**src/rtl/uart_tx_arbiter.sv**
```systemverilog
// Round-robin scheduler sharing one UART transmitter among N_REQ byte sources.
// A byte is accepted over valid/ready and handed to the transmitter with a
// one-cycle start pulse. The frame is then followed through the transmitter's
// busy flag, with a timeout on busy rising. A guaranteed idle gap separates
// frames.
module uart_tx_arbiter #(
    parameter int N_REQ        = 4,
    parameter int GAP_CYCLES   = 1,
    parameter int BUSY_TIMEOUT = 4
) (
    input  logic                     i_clk,
    input  logic                     i_rst_n,
    input  logic [N_REQ-1:0]         i_req_valid,
    input  logic [8*N_REQ-1:0]       i_req_data,
    output logic [N_REQ-1:0]         o_req_ready,
    output logic                     o_tx_start,
    output logic [7:0]               o_tx_data,
    input  logic                     i_tx_busy,
    output logic [$clog2(N_REQ)-1:0] o_grant_id,
    output logic                     o_active,
    output logic                     o_err
);
    localparam int IDW = $clog2(N_REQ);
    localparam logic [7:0]       TMO_INIT  = 8'(BUSY_TIMEOUT);
    localparam logic [7:0]       GAP_INIT  = 8'(GAP_CYCLES);
    localparam logic [IDW-1:0]   LAST_INIT = IDW'(N_REQ - 1);
    localparam logic [IDW:0]     N_W       = (IDW + 1)'(N_REQ);
    localparam logic [N_REQ-1:0] ONE_HOT   = {{(N_REQ - 1){1'b0}}, 1'b1};

    // Parameters outside their legal ranges stop elaboration.
    generate
        if (N_REQ < 2 || N_REQ > 16) begin : g_bad_n_req
            $error("uart_tx_arbiter: N_REQ must be within 2..16");
        end
        if (GAP_CYCLES < 0 || GAP_CYCLES > 255) begin : g_bad_gap
            $error("uart_tx_arbiter: GAP_CYCLES must be within 0..255");
        end
        if (BUSY_TIMEOUT < 1 || BUSY_TIMEOUT > 255) begin : g_bad_tmo
            $error("uart_tx_arbiter: BUSY_TIMEOUT must be within 1..255");
        end
    endgenerate

    typedef enum logic [2:0] {
        S_IDLE      = 3'd0,
        S_START     = 3'd1,
        S_WAIT_BUSY = 3'd2,
        S_WAIT_DONE = 3'd3,
        S_GAP       = 3'd4
    } state_e;

    state_e           state_q;
    logic [IDW-1:0]   last_q;
    logic [IDW-1:0]   grant_q;
    logic [7:0]       tx_data_q;
    logic             tx_start_q;
    logic             active_q;
    logic             err_q;
    logic [7:0]       tmo_cnt_q;
    logic [7:0]       gap_cnt_q;

    logic [IDW-1:0]   winner_s;
    logic             found_s;
    logic [IDW:0]     sum_s;
    logic [IDW-1:0]   cand_s;
    logic [N_REQ-1:0] req_ready_s;
    logic             accept_s;
    logic [7:0]       win_data_s;

    // Round-robin search: first valid requester after the last grant, with wrap.
    always_comb begin
        winner_s = '0;
        found_s  = 1'b0;
        sum_s    = '0;
        cand_s   = '0;
        for (int i = 0; i < N_REQ; i++) begin
            sum_s  = {1'b0, last_q} + (IDW + 1)'(i) + {{IDW{1'b0}}, 1'b1};
            cand_s = (sum_s >= N_W) ? IDW'(sum_s - N_W) : IDW'(sum_s);
            if (!found_s && i_req_valid[cand_s]) begin
                found_s  = 1'b1;
                winner_s = cand_s;
            end else begin
                found_s  = found_s;
            end
        end
    end

    // Accept strobe: only in IDLE with the transmitter quiet and a winner present.
    always_comb begin
        if (state_q == S_IDLE && !i_tx_busy && found_s) begin
            req_ready_s = ONE_HOT << winner_s;
        end else begin
            req_ready_s = '0;
        end
    end

    assign accept_s   = |(req_ready_s & i_req_valid);
    assign win_data_s = i_req_data[{winner_s, 3'b000} +: 8];

    // Frame sequencer: accept, start pulse, busy tracking with timeout, idle gap.
    always_ff @(posedge i_clk or negedge i_rst_n) begin
        if (!i_rst_n) begin
            state_q    <= S_IDLE;
            last_q     <= LAST_INIT;
            grant_q    <= '0;
            tx_data_q  <= 8'h00;
            tx_start_q <= 1'b0;
            active_q   <= 1'b0;
            err_q      <= 1'b0;
            tmo_cnt_q  <= 8'd0;
            gap_cnt_q  <= 8'd0;
        end else begin
            tx_start_q <= 1'b0;
            case (state_q)
                S_IDLE: begin
                    if (accept_s) begin
                        tx_data_q  <= win_data_s;
                        grant_q    <= winner_s;
                        last_q     <= winner_s;
                        tx_start_q <= 1'b1;
                        active_q   <= 1'b1;
                        state_q    <= S_START;
                    end
                end
                S_START: begin
                    tmo_cnt_q <= TMO_INIT;
                    state_q   <= S_WAIT_BUSY;
                end
                S_WAIT_BUSY: begin
                    if (i_tx_busy) begin
                        state_q <= S_WAIT_DONE;
                    end else if (tmo_cnt_q <= 8'd1) begin
                        // Busy never rose: flag it and keep serving requesters.
                        tmo_cnt_q <= 8'd0;
                        err_q     <= 1'b1;
                        gap_cnt_q <= GAP_INIT;
                        state_q   <= S_GAP;
                    end else begin
                        tmo_cnt_q <= tmo_cnt_q - 8'd1;
                    end
                end
                S_WAIT_DONE: begin
                    if (!i_tx_busy) begin
                        gap_cnt_q <= GAP_INIT;
                        state_q   <= S_GAP;
                    end
                end
                S_GAP: begin
                    // A zero gap still spends one cycle here.
                    if (gap_cnt_q <= 8'd1) begin
                        gap_cnt_q <= 8'd0;
                        active_q  <= 1'b0;
                        state_q   <= S_IDLE;
                    end else begin
                        gap_cnt_q <= gap_cnt_q - 8'd1;
                    end
                end
                default: begin
                    active_q <= 1'b0;
                    state_q  <= S_IDLE;
                end
            endcase
        end
    end

    assign o_req_ready = req_ready_s;
    assign o_tx_start  = tx_start_q;
    assign o_tx_data   = tx_data_q;
    assign o_grant_id  = grant_q;
    assign o_active    = active_q;
    assign o_err       = err_q;

endmodule

```
**config.mk**
```make
export PLATFORM = sky130hd
export DESIGN_NAME = uart_tx_arbiter
export DESIGN_NICKNAME = d
export VERILOG_FILES = /design/src/rtl/uart_tx_arbiter.sv
export SDC_FILE = /design/constraint.sdc
export NUM_CORES = 1
export LEC_CHECK = 0
export ABC_AREA = 1
export CORE_MARGIN = 2
export CORE_UTILIZATION = 40
export CTS_CLUSTER_SIZE = 8
export DETAILED_ROUTE_END_ITERATION = 12
export GPL_ROUTABILITY_DRIVEN = 0
export PLACE_DENSITY = 0.7
export SYNTH_ARGS = -nofsm -noshare
export SYNTH_HDL_FRONTEND = slang
export SYNTH_SLANG_ARGS = --single-unit
```
**constraint.sdc**
```tcl
create_clock -name i_clk -period 1.85 [get_ports i_clk]
set_input_delay 0.185 -clock i_clk [delete_from_list [all_inputs] [get_ports i_clk]]
set_output_delay 0.185 -clock i_clk [all_outputs]
set_load 0.005 [all_outputs]
```
==> metrics <==
WL final approximately 6400 um; Post-CTS Hold Fix Bufs 0; fmax 0.450 GHz; CTS Root Buffer Type clkbuf_8; post-synth net total 370; initial antenna violation count 0; Hold Vio Cnt, Final 0; total power draw a little over 8 mW; Die Span X 79.7 um; Synth area leaders dfrtp_1 (35%), nand2_1 (19%), nand2_2 (6.6%); Hold Path Class in -> async; max-slew violation count 0; final number of setup-violating endpoints 21; commonest non-fill, non-tap cells in the layout nand2_1 (98), clkdlybuf4s50_1 (51), buf_4 (42); Fill cells 409; synthesized cell area approximately 2300 um^2; Worst slew margin 0.702; Syn Inst Count approximately 330; max cap viols 0; die area roughly 6300 um^2; Placed Area between 3000 and 4000 um^2; CTS clk-pin slew, worst paths approximately 0.070 ns; vias in the first global route about 2400; Antenna Nets Post-Route 0; category of the most critical setup path reg -> out; row count 27; Synth top area share 0.350; first-pass GRT wire length between 10000 and 15000 um; Layout Cells excl Fill roughly 510; largest net degree at the start of global routing 35; clk sinks 34; Synth area leader dfrtp_1; TritonCTS clock tree built; final critical-path required period ~2.2 ns; commonest non-fill, non-tap cell in the layout nand2_1; Core Footprint roughly 5500 um^2; Max H-tree Level 2; fraction of layout cells with a size suffix above 1 0.357; Crit Path Max Fanout 3; startpoint types register; Remaining DRCs 0; Required @ worst endpoint around 1.7 ns; Worst Max-Slew Pin Slew between 0.4 and 0.5 ns; via count ~2500; Syn. warnings 0; Setup TNS -5.08 ns; post-route cell area 3810 um^2; vias per cell just under 5; peak supply drop ~0.0017 V; status finished with violations; failing checks negative setup slack; Area growth, synth to finish 66.1%; Bufs on Longest Clock Path 2; wire length per cell roughly 13 um; I/O pin total 56; dpl cells around 480; Worst Setup Slack, final -0.370 ns; power density over the cells around 2100 nW/um^2; Starting Density 0.416; total gr overflow 0; diode count 0; Pleak 1.88 nW; CTS buffer count 5; Syn Area/Cell about 7 um^2; drt initial violations 133; distinct cell type count after synthesis 35; flip-flop and latch count after synthesis 34; final period utilization 1.20; data arrival time of the worst path 2.04 ns; Total GRT Usage 0.200; crit path capture type primary output; post-synthesis sequential area ratio 0.372; DR pass1 iterations 4; clock latency on the worst-skew pair between 0.2 and 0.3 ns; fin nets between 400 and 500; port bufs 55; placed wire-length estimate ~4000 um; RSZ-0062 raised after global routing true; clk_skew 0.00726 ns; Die H between 70 and 80 um
[state kept, by name, summed over array words and instances (netlist names)]
| signal | flops |
|---|---|
| state_q | 3 |
| last_q | 2 |
| o_tx_data | 8 |
| o_err | 1 |
| o_tx_start | 1 |
| gap_cnt_q | 8 |
| o_active | 1 |
| tmo_cnt_q | 8 |
| o_grant_id | 2 |
[metrics by stage]
stage          worst slack (ns)  hold WS (ns)   util
2_1_floorplan           -0.0169        -0.111      -
3_3_place_gp             -0.465         0.467  0.568
5_1_grt                  -0.463         0.340  0.691
6_report                 -0.370         0.295  0.691
3_5_place_dp             -0.476         0.468  0.568
4_1_cts                  -0.343         0.320  0.653
[Yosys cell counts, drive strengths merged]
master / n
nand4: 3
nor3b: 1
dfrtp: 32
nor4: 3
nand2: 143
inv: 32
xor2: 4
dfstp: 2
nand3: 26
or2: 2
a22oi: 1
nor3: 12
nor2: 22
a21oi: 13
a31oi: 1
buf: 8
o21bai: 2
xnor2: 1
ha: 4
o21ai: 13
o22ai: 1
o32ai: 1
[cell type report]
class                      instances  area, um^2  area share
multi-input combinational        253        1520       0.398
timing repair buffer             110        1070       0.282
sequential                        34         853       0.224
inverter                          32         138      0.0362
tap                               72        90.1      0.0237
clock buffer                       5        68.8      0.0181
clock inverter                     3        68.8      0.0181
[metal layers]
metal	up-vias	wire, um	GRT usage
met5	-	0	0
met4	0	35	0.0483
met3	4	320	0.0430
met2	64	3350	0.358
met1	1164	2680	0.242
li1	1264	-	-
[final timing paths]
check / start / endpoint / slack, ns / cells after the start
setup / recovery: last_q[0] / o_req_ready[1] / -0.37 / 10
hold / removal: i_rst_n / tmo_cnt_q[4] / 0.29 / 2
setup reg to reg: last_q[1] / o_tx_data[0] / -0.33 / 15
hold reg to reg: o_err / o_err / 0.48 / 1
max in group asynchronous: i_rst_n / last_q[1] / 1.22 / 2
min in group i_clk: o_err / o_err / 0.48 / 1
[power breakdown]
group,switching (mW),internal [mW]
logic,3.08,2.92
clock network,0.279,0.540
registers,0.235,1.08
[logic make-up after synthesis]
logic type / count (synthesis) / synth area share
buffers and inverters: 40 / 0.0852
XOR/XNOR: 5 / 0.0191
flip-flops: 34 / 0.372
AO/OA/AOI/OAI: 32 / 0.0759
AND/OR/NAND/NOR: 212 / 0.425
adder cells (fa/ha/maj): 4 / 0.0218
[repair_timing]
item / in CTS / in global routing
gates cloned: 3 / 0
setup buffers: 10 / 7
resized for setup: 66 / 44
pin swaps: 24 / 11
endpoints found under the setup margin: 20 / 28
[worst max-delay path, stage by stage (launching register included)]
cell and delay (ns):
dfstp_2 0.60, buf_6 0.12, nand2_1 0.06, nand2_2 0.10, nand2_2 0.09, a31oi_1 0.21
nand2_1 0.09, a21oi_2 0.16, inv_2 0.07, nor3_2 0.14, buf_2 0.13
Power figures use the tool's default switching activity.
